$ cat config.mk
export PLATFORM = sky130hd
export DESIGN_NAME = alu_seq_flat
export DESIGN_NICKNAME = d
export VERILOG_FILES = /design/src/rtl/alu_seq_if.sv /design/src/rtl/alu_seq.sv /design/src/flat_wrapper.sv
export SDC_FILE = /design/constraint.sdc
export NUM_CORES = 1
export LEC_CHECK = 0
export CAP_MARGIN = 5
export CORE_MARGIN = 10
export CORE_UTILIZATION = 30
export DETAILED_ROUTE_END_ITERATION = 10
export PLACE_DENSITY = 0.46
export REMOVE_ABC_BUFFERS = 1
export SYNTH_ARGS = -nofsm -noshare
export SYNTH_HDL_FRONTEND = slang
export SYNTH_SLANG_ARGS = --single-unit
$ cat constraint.sdc
create_clock -name clk -period 5.48 [get_ports clk]
set_clock_uncertainty 0.2 [all_clocks]
set_input_delay 1.37 -clock clk [delete_from_list [all_inputs] [get_ports clk]]
set_output_delay 1.37 -clock clk [all_outputs]
set_load 0.1 [all_outputs]
$ cat src/rtl/alu_seq_if.sv
// Handshake and operand bus between the execute stage and the registered ALU.
// The master offers operations and consumes results; the slave is alu_seq.
interface alu_seq_if #(
  parameter int DATA_WID = 32
);
  logic                in_valid;
  logic                in_ready;
  logic [2:0]          ALUfun;
  logic [DATA_WID-1:0] ALUA;
  logic [DATA_WID-1:0] ALUB;
  logic                set_cond;
  logic                flush;
  logic                out_valid;
  logic                out_ready;
  logic [DATA_WID-1:0] valE;
  logic [3:0]          CC;

  modport master (
    output in_valid, ALUfun, ALUA, ALUB, set_cond, flush, out_ready,
    input  in_ready, out_valid, valE, CC
  );

  modport slave (
    input  in_valid, ALUfun, ALUA, ALUB, set_cond, flush, out_ready,
    output in_ready, out_valid, valE, CC
  );
endinterface

$ cat src/rtl/alu_seq.sv
// Registered execute ALU with valid/ready handshake on both sides.
// Operand order is always valB op valA. Single-cycle ops complete at the
// accept edge; MUL runs one shift-add step per cycle for DATA_WID cycles.
// Condition codes live here: CC = {CF, OF, SF, ZF}.
module alu_seq #(
  parameter int DATA_WID = 32,
  parameter int MUL_EN   = 1
) (
  input logic      clk,
  input logic      rst,
  alu_seq_if.slave bus
);
  localparam int SHW = $clog2(DATA_WID);
  localparam int CW  = $clog2(DATA_WID) + 1;

  localparam logic [2:0] OP_ADD = 3'd0;
  localparam logic [2:0] OP_SUB = 3'd1;
  localparam logic [2:0] OP_AND = 3'd2;
  localparam logic [2:0] OP_OR  = 3'd3;
  localparam logic [2:0] OP_XOR = 3'd4;
  localparam logic [2:0] OP_SHL = 3'd5;
  localparam logic [2:0] OP_SHR = 3'd6;
  localparam logic [2:0] OP_MUL = 3'd7;

  typedef enum logic [1:0] {IDLE, MUL, DONE} state_t;

  state_t                state;
  logic                  out_valid;
  logic [DATA_WID-1:0]   val_e;
  logic [3:0]            cc;
  logic                  cond_q;
  logic [CW-1:0]         cnt;

  logic [2*DATA_WID-1:0] mul_cand;
  logic [2*DATA_WID-1:0] mul_acc;
  logic [DATA_WID-1:0]   mul_plier;
  logic [2*DATA_WID-1:0] acc_next;

  logic                  in_ready;
  logic                  accept;
  logic                  start_mul;
  logic [DATA_WID+3:0]   calc;
  logic [DATA_WID+3:0]   mul_fin;

  // Single-cycle result and flags, packed as {CF, OF, SF, ZF, result}.
  function automatic logic [DATA_WID+3:0] alu_op(
    input logic [2:0]          fun,
    input logic [DATA_WID-1:0] a,
    input logic [DATA_WID-1:0] b
  );
    logic signed [DATA_WID-1:0] sa;
    logic signed [DATA_WID-1:0] sb;
    logic signed [DATA_WID-1:0] sr;
    logic [DATA_WID:0]          wide;
    logic [DATA_WID-1:0]        r;
    logic [SHW-1:0]             amt;
    logic                       cf;
    logic                       of;
    sa   = $signed(a);
    sb   = $signed(b);
    amt  = a[SHW-1:0];
    wide = '0;
    r    = '0;
    cf   = 1'b0;
    of   = 1'b0;
    case (fun)
      OP_ADD: begin
        wide = {1'b0, b} + {1'b0, a};
        r    = wide[DATA_WID-1:0];
        sr   = $signed(r);
        cf   = wide[DATA_WID];
        of   = ((sa < 0) == (sb < 0)) && ((sr < 0) != (sb < 0));
      end
      OP_SUB: begin
        r  = b - a;
        sr = $signed(r);
        cf = (b < a);
        of = ((sa < 0) != (sb < 0)) && ((sr < 0) != (sb < 0));
      end
      OP_AND: r = b & a;
      OP_OR:  r = b | a;
      OP_XOR: r = b ^ a;
      // The extra bit above/below the value catches the last bit shifted out;
      // it stays 0 for a zero shift amount.
      OP_SHL: begin
        wide = {1'b0, b} << amt;
        r    = wide[DATA_WID-1:0];
        cf   = wide[DATA_WID];
      end
      OP_SHR: begin
        wide = {b, 1'b0} >> amt;
        r    = wide[DATA_WID:1];
        cf   = wide[0];
      end
      default: r = '0;
    endcase
    return {cf, of, r[DATA_WID-1], ~|r, r};
  endfunction

  // MUL result and flags from the full product: CF=OF flag a nonzero high half.
  function automatic logic [DATA_WID+3:0] mul_flags(input logic [2*DATA_WID-1:0] p);
    logic hi;
    hi = |p[2*DATA_WID-1:DATA_WID];
    return {hi, hi, p[DATA_WID-1], ~|p[DATA_WID-1:0], p[DATA_WID-1:0]};
  endfunction

  assign in_ready  = (state == IDLE) || ((state == DONE) && bus.out_ready);
  assign accept    = bus.in_valid && in_ready && !bus.flush;
  assign start_mul = (MUL_EN != 0) && (bus.ALUfun == OP_MUL);
  assign calc      = alu_op(bus.ALUfun, bus.ALUA, bus.ALUB);
  assign acc_next  = mul_acc + (mul_plier[0] ? mul_cand : '0);
  assign mul_fin   = mul_flags(acc_next);

  // Control FSM: state, output valid, result register and condition codes.
  always_ff @(posedge clk or posedge rst) begin
    if (rst) begin
      state     <= IDLE;
      out_valid <= 1'b0;
      val_e     <= '0;
      cc        <= 4'b0000;
      cond_q    <= 1'b0;
      cnt       <= '0;
    end else if (bus.flush) begin
      state     <= IDLE;
      out_valid <= 1'b0;
    end else if (accept) begin
      cond_q <= bus.set_cond;
      cnt    <= '0;
      if (start_mul) begin
        state     <= MUL;
        out_valid <= 1'b0;
      end else begin
        state     <= DONE;
        out_valid <= 1'b1;
        val_e     <= calc[DATA_WID-1:0];
        if (bus.set_cond) cc <= calc[DATA_WID+3:DATA_WID];
      end
    end else begin
      case (state)
        MUL: begin
          cnt <= cnt + 1'b1;
          if (cnt == CW'(DATA_WID - 1)) begin
            state     <= DONE;
            out_valid <= 1'b1;
            val_e     <= mul_fin[DATA_WID-1:0];
            if (cond_q) cc <= mul_fin[DATA_WID+3:DATA_WID];
          end
        end
        DONE: begin
          if (bus.out_ready) begin
            state     <= IDLE;
            out_valid <= 1'b0;
          end
        end
        default: ;
      endcase
    end
  end

  // Shift-add multiplier datapath: loaded at accept, one step per MUL cycle.
  always_ff @(posedge clk) begin
    if (accept) begin
      mul_cand  <= {{DATA_WID{1'b0}}, bus.ALUB};
      mul_plier <= bus.ALUA;
      mul_acc   <= '0;
    end else if (state == MUL) begin
      mul_cand  <= mul_cand << 1;
      mul_plier <= mul_plier >> 1;
      mul_acc   <= acc_next;
    end
  end

  assign bus.in_ready  = in_ready;
  assign bus.out_valid = out_valid;
  assign bus.valE      = val_e;
  assign bus.CC        = cc;
endmodule

$ cat src/flat_wrapper.sv
// flat-port wrapper written by rule: the top's interface ports become plain ports
module alu_seq_flat 
#(
  parameter int DATA_WID = 32,
  parameter int MUL_EN   = 1
)
  (clk, rst, bus_in_valid, bus_ALUfun, bus_ALUA, bus_ALUB, bus_set_cond, bus_flush, bus_out_ready, bus_in_ready, bus_out_valid, bus_valE, bus_CC);
  alu_seq_if #(.DATA_WID(DATA_WID)) bus_i ();
  input logic clk;
  input logic rst;
  input wire logic [$bits(bus_i.in_valid)-1:0] bus_in_valid;
  input wire logic [$bits(bus_i.ALUfun)-1:0] bus_ALUfun;
  input wire logic [$bits(bus_i.ALUA)-1:0] bus_ALUA;
  input wire logic [$bits(bus_i.ALUB)-1:0] bus_ALUB;
  input wire logic [$bits(bus_i.set_cond)-1:0] bus_set_cond;
  input wire logic [$bits(bus_i.flush)-1:0] bus_flush;
  input wire logic [$bits(bus_i.out_ready)-1:0] bus_out_ready;
  output wire logic [$bits(bus_i.in_ready)-1:0] bus_in_ready;
  output wire logic [$bits(bus_i.out_valid)-1:0] bus_out_valid;
  output wire logic [$bits(bus_i.valE)-1:0] bus_valE;
  output wire logic [$bits(bus_i.CC)-1:0] bus_CC;
  assign bus_i.in_valid = bus_in_valid;
  assign bus_i.ALUfun = bus_ALUfun;
  assign bus_i.ALUA = bus_ALUA;
  assign bus_i.ALUB = bus_ALUB;
  assign bus_i.set_cond = bus_set_cond;
  assign bus_i.flush = bus_flush;
  assign bus_i.out_ready = bus_out_ready;
  assign bus_in_ready = bus_i.in_ready;
  assign bus_out_valid = bus_i.out_valid;
  assign bus_valE = bus_i.valE;
  assign bus_CC = bus_i.CC;
  alu_seq #(.DATA_WID(DATA_WID), .MUL_EN(MUL_EN)) u_core (.clk(clk), .rst(rst), .bus(bus_i));
endmodule
After elaboration in Yosys (flattened, before gate mapping). Cells that the tools add are included.

Shift-type cells: 2. Reductions and logical operators: 23. Equality and inequality tests: 18. Bitwise gates (word level): 4. Muxes and demuxes: 32. Add/sub/neg operators: 4. Magnitude comparators: 5.

Operator list (number): $mux 32 (8); $pmux 32 s7 (1); $lt 32x1->1 const B (4); $reduce_or 32->1 (3); $add 64x64->64 (1); $mux 64 (1); $add 32x32->33 (1); $shl 32x5->33 (1); $shr 33x5->33 (1); $and 32x32->32 (1); $lt 32x32->1 (1); $or 32x32->32 (1); $sub 32x32->32 (1); $xor 32x32->32 (1); $mux 4 (6); $eq 3x3->1 const B (4); $mux 6 (2); $mux 2 (5); $add 6x1->6 const B (1); $eq 3x2->1 const B (2); $eq 6x5->1 const B (1); $reduce_and 6->1 (1); $reduce_bool 2->1 (3); $logic_and 1x1->1 (5); 21 further kinds (32).

Flip-flop bits (word level): 206. Word-level logic and storage cells: 98.

Longest topological paths before layout. Gate-level depths: netlist of run 1.

Depth after elaboration: 8. Depth in mapped cells: 19. Depth with buffers taken out: 16.

Worst setup path before layout of run 1. OpenSTA, ideal clock, no wires.

Path type: in2reg. Start: input port bus_ALUA[3]. End: register u_core.cc[0] (netlist: u_core.bus.CC[0]). Buffers on the path: 5. Stages on the path: 18. Setup slack: -508 ps. Arrival time: 5696 ps. Library setup time: 92 ps. Cells stage by stage: clkbuf_1 -> clkinv_1 -> buf_2 -> buf_1 -> buf_1 -> ha_1 -> buf_2 -> nor4_1 -> o311a_1 -> o31ai_1 -> o211ai_1 -> nor2_1 -> a2111oi_2 -> a21oi_1 -> or2_2 -> nor4_1 -> or4b_1 -> o31ai_2.

Word-level cells in the longest chain between the ends: 7.

Ends and longest elaborated chain: start: declaration (RTL line flat_wrapper.sv:13) `input wire logic [$bits(bus_i.ALUA)-1:0] bus_ALUA;`; $sub 32x32->32 (tied with other cells) (RTL line alu_seq.sv:75) `r = b - a;`; $pmux 32 s7 (*) (RTL line alu_seq.sv:66) `case (fun)`; $reduce_or 32->1 (*) (RTL line alu_seq.sv:97) `return {cf, of, r[DATA_WID-1], ~|r, r};`; $logic_not 1->1 (*) (RTL line alu_seq.sv:97); $mux 4 (*) (RTL line alu_seq.sv:136) `if (bus.set_cond) cc <= calc[DATA_WID+3:DATA_WID];`; $mux 4 (*) (RTL line alu_seq.sv:129) `if (start_mul) begin`; $mux 4 (*) (RTL line alu_seq.sv:126) `end else if (accept) begin`; end signal: assignment (RTL line alu_seq.sv:136); end signal: assignment (RTL line alu_seq.sv:146) `if (cond_q) cc <= mul_fin[DATA_WID+3:DATA_WID];`; end: declaration (RTL line alu_seq.sv:30) `logic [3:0] cc;`.

Mark *: on every way between the ends. The rest lies on a longest branch, timed or not. The select of a mux whose other input is x is not followed. A chain may end at the register's enable or synchronous reset.

Worst setup path after layout of run 1.
Start: input port bus_ALUB[14]. End: register u_core.val_e[31] (netlist: u_core.bus.valE[31]).

Word-level cells in the longest chain between the ends: 4.

Ends and longest elaborated chain: start: declaration (RTL line flat_wrapper.sv:14) `input wire logic [$bits(bus_i.ALUB)-1:0] bus_ALUB;`; $sub 32x32->32 (tied with other cells) (RTL line alu_seq.sv:75); $pmux 32 s7 (*) (RTL line alu_seq.sv:66); $mux 32 (*) (RTL line alu_seq.sv:129); $mux 32 (*) (RTL line alu_seq.sv:126); end signal: assignment (RTL line alu_seq.sv:135) `val_e <= calc[DATA_WID-1:0];`; end signal: assignment (RTL line alu_seq.sv:145) `val_e <= mul_fin[DATA_WID-1:0];`; end: declaration (RTL line alu_seq.sv:29) `logic [DATA_WID-1:0] val_e;`.

Marked as above.

==> results of run 1 <==
## metrics by stage
step / setup TNS [ns] / area (µm²) / setup slack, ns
after detailed placement: -3.79 / 27400 / -0.840
after CTS: 0 / 28200 / 0.0178
after global placement: -3.22 / 27400 / -0.766
after global routing: -0.0109 / 28400 / -0.0109
after floorplan: -439.43 / 20700 / -4.44
final: 0 / 28400 / 0.0770
## power groups by stage
stage | clock network (mW) | registers, mW | logic, mW
final | 1.59 | 1.80 | 2.95
after global placement | 0 | 1.82 | 2.90
after detailed placement | 0 | 1.83 | 2.89
after CTS | 1.65 | 1.80 | 2.91
after global routing | 1.70 | 1.81 | 3.12
after floorplan | 0 | 2.35 | 1.04
## path summary, 6_finish.rpt
kind | end | start | cells after the start
max | u_core.bus.valE[31] | bus_ALUB[14] | 18
min | u_core.mul_acc[20] | u_core.mul_acc[20] | 2
max reg2reg | u_core.bus.CC[2] | u_core.mul_plier[0] | 16
min reg2reg | u_core.mul_acc[20] | u_core.mul_acc[20] | 2
max in group asynchronous | u_core.bus.valE[20] | rst | 3
min in group asynchronous | u_core.cnt[1] | rst | 3
## worst min-delay path, delay by kind of cell (launching register included)
family	cells	cell delay (ns)
DFF	1	0.31
and+or+nand+nor	2	0.10
## routing by layer
metal / track usage, % / part of all wire (%) / vias to the layer above
met4: 6.27 / 2.8 / 0
met3: 2.52 / 5.8 / 134
met1: 33.3 / 46 / 11700
met2: 39.2 / 45 / 848
li1: - / - / 11200
met5: 0 / 0 / -
## cells by family after synthesis
logic type	after synthesis	synth area share, %
buffers and inverters	335	6.47
AOI/OAI and AO/OA	914	27.4
DFF	205	22.9
and+or+nand+nor	976	21.0
muxes	127	9.41
xor gates and xnor gates	78	3.15
adders and majority gates	165	9.63
## flip-flops by register name (all words and copies together), names as in the netlist
| name | count |
|---|---|
| u_core.bus.CC | 4 |
| u_core.cnt | 6 |
| u_core.mul_acc | 64 |
| u_core.bus.valE | 32 |
| u_core.mul_plier | 32 |
| u_core.state | 2 |
| u_core.cond_q | 1 |
| u_core.mul_cand | 64 |
## cell type report
class / instances / area (µm²)
Fill cell: 7475 / 43100
Multi-Input combinational cell: 2260 / 15500
Clock buffer: 34 / 699
Inverter: 127 / 477
Tap cell: 950 / 1190
Antenna cell: 1 / 2.50
Clock inverter: 9 / 61.3
Timing Repair Buffer: 676 / 5500
Sequential cell: 205 / 4970
## cells in the final DEF, fill, tap and decap left out, types with 43 or more instances in the layout
cell / n
and2_1: 76
a21o_1: 45
nand4_1: 46
xnor2_1: 43
nand2_1: 379
nor2_1: 240
dfxtp_1: 96
buf_4: 557
mux4_2: 54
nand3_1: 43
a21oi_1: 227
ha_1: 160
clkdlybuf4s50_1: 97
o21ai_0: 272
dfrtp_1: 45
edfxtp_1: 64
mux2i_1: 56
inv_1: 120
## what timing repair did
item | in CTS | in global routing
resized for setup | 5 | 33
setup buffers | 0 | 3
pin swaps | 1 | 16
endpoints found under the hold margin | 0 | 0
endpoints found under the setup margin | 3 | 5
==> out/metrics.yaml, run 1 <==
fin_hold_ws_ns: 0.261
slew_headroom_pct: 24.8
path_clk_slew_ns: 0.06
grt_overflow_total: 0
final_antenna_net_count: 0
synth_enable_flop_cells: 64
yosys.area.top_type: "ha_1"
cts_hold_buf: 0
insertion_delay_ns: 0.57
pwr-share-comb_pct: 46.5
hold_violations: 0
fp.dieW_um: 289
slowest_stage: "clkdlybuf4s50_1"
die_y_um: 289
async_flop_share_pct: 22.0
p_sw_mw: 2.66
drcViolationCount: 0
pwr-share-clk_pct: 25.1
synth.avg_cell_area_um2: 7.74
netSwitchingFraction_pct: 42.0
start_kind: "input pin"
htree_levels: 1
cp_num_buf_inv: 5
cts_root_buf: "clkbuf_16"
post-route-util_pct: 39.7
finalWirelength_um: 104000
synth_top_area_share_pct: 9.35
grt_pass1_wl_um: 154000
cts_tree: "yes"
finalCriticalPeriod_ns: 5.40
rrSetupSlack_ns: 0.33
timing.fmax_mhz: 185
p_leak_nw: 12.3
fp-row-count: 98
power_frac_seq_pct: 28.3
netlist_area_um2: 21700
post_drt_wl_per_cell_um: 24.3
coreArea_um2: 71500
drv_slew: 0
yosysUniqueCellTypes: 102
p_int_mw: 3.68
crit_path_max_incr_delay_ns: 0.56
dp.final_hpwl_um: 84700
routed_via_density: 5.62
synth_seq_cells: 205
required_ns: 5.70
dr.pass1.iters: 6
yosys_warnings: 0
dr.first_iter.drc_count: 2187
area_growth_pct: 31.0
worstPathCellList: "clkdlybuf4s50_1 -> inv_1 -> ha_1 -> buf_4 -> nor2_1 -> o21ai_0 -> a21oi_1 -> nor2_1 -> o211ai_1 -> a21oi_1 -> buf_4 -> o31ai_2 -> mux2i_1 -> xor2_1 -> a21o_1 -> o21ai_0 -> buf_4 -> o21ai_0"
setup_violations: 0
grt_max_degree: 109
crit_arrival_ns: 5.62
ys_top_cells_by_area: "ha_1, dfxtp_1, edfxtp_1, nand2_1, o21ai_0"
layout.nets: 3532
min_path_type: "flop to flop"
io_buffers: 110
critPathMaxFanout: 4
path_delay_family: "compound AO/OA/AOI/OAI gates"
antenna_found_initial: 6
grt_pass1_vias: 23600
cap_viol_max_count: 0
grt_usage_pct: 24.0
synth_common_cells: "nand2_1, o21ai_0, nor2_1"
clock_sinks: 205
final_cells: 4262
vias: 23900
yosysMostFrequentCell: "nand2_1"
dpl.cell_count: 4215
fin_crit_sh_pct: 98.6
p_per_area_nw_per_um2: 223
critPathCaptureType: "flop"
criticalPathCategory: "input pin to flop"
drive_above_1_share_pct: 22.7
io_pins: 111
cts_buffers: 24
worst_pin_slew_ns: 1.13
finalPower_mw: 6.34
clock_path_buffers: 3
max-vdd-ir-drop_mv: 0.217
status: "finished, final reports clean"
netlist_instances: 2800
ys.flop_type: "dfxtp_1"
initial_utilization_pct: 30.3
synth-seq-area-share_pct: 22.9
gp_congestion: 1.02
die-area_um2: 83400
Note: power is estimated with default switching activity, not from simulation.
==> run 2: changes to the inputs <==
Settings changed: SLEW_MARGIN set to 5.
==> results of run 2 <==
The final DEF is identical to that of run 1; final timing and power are the same.
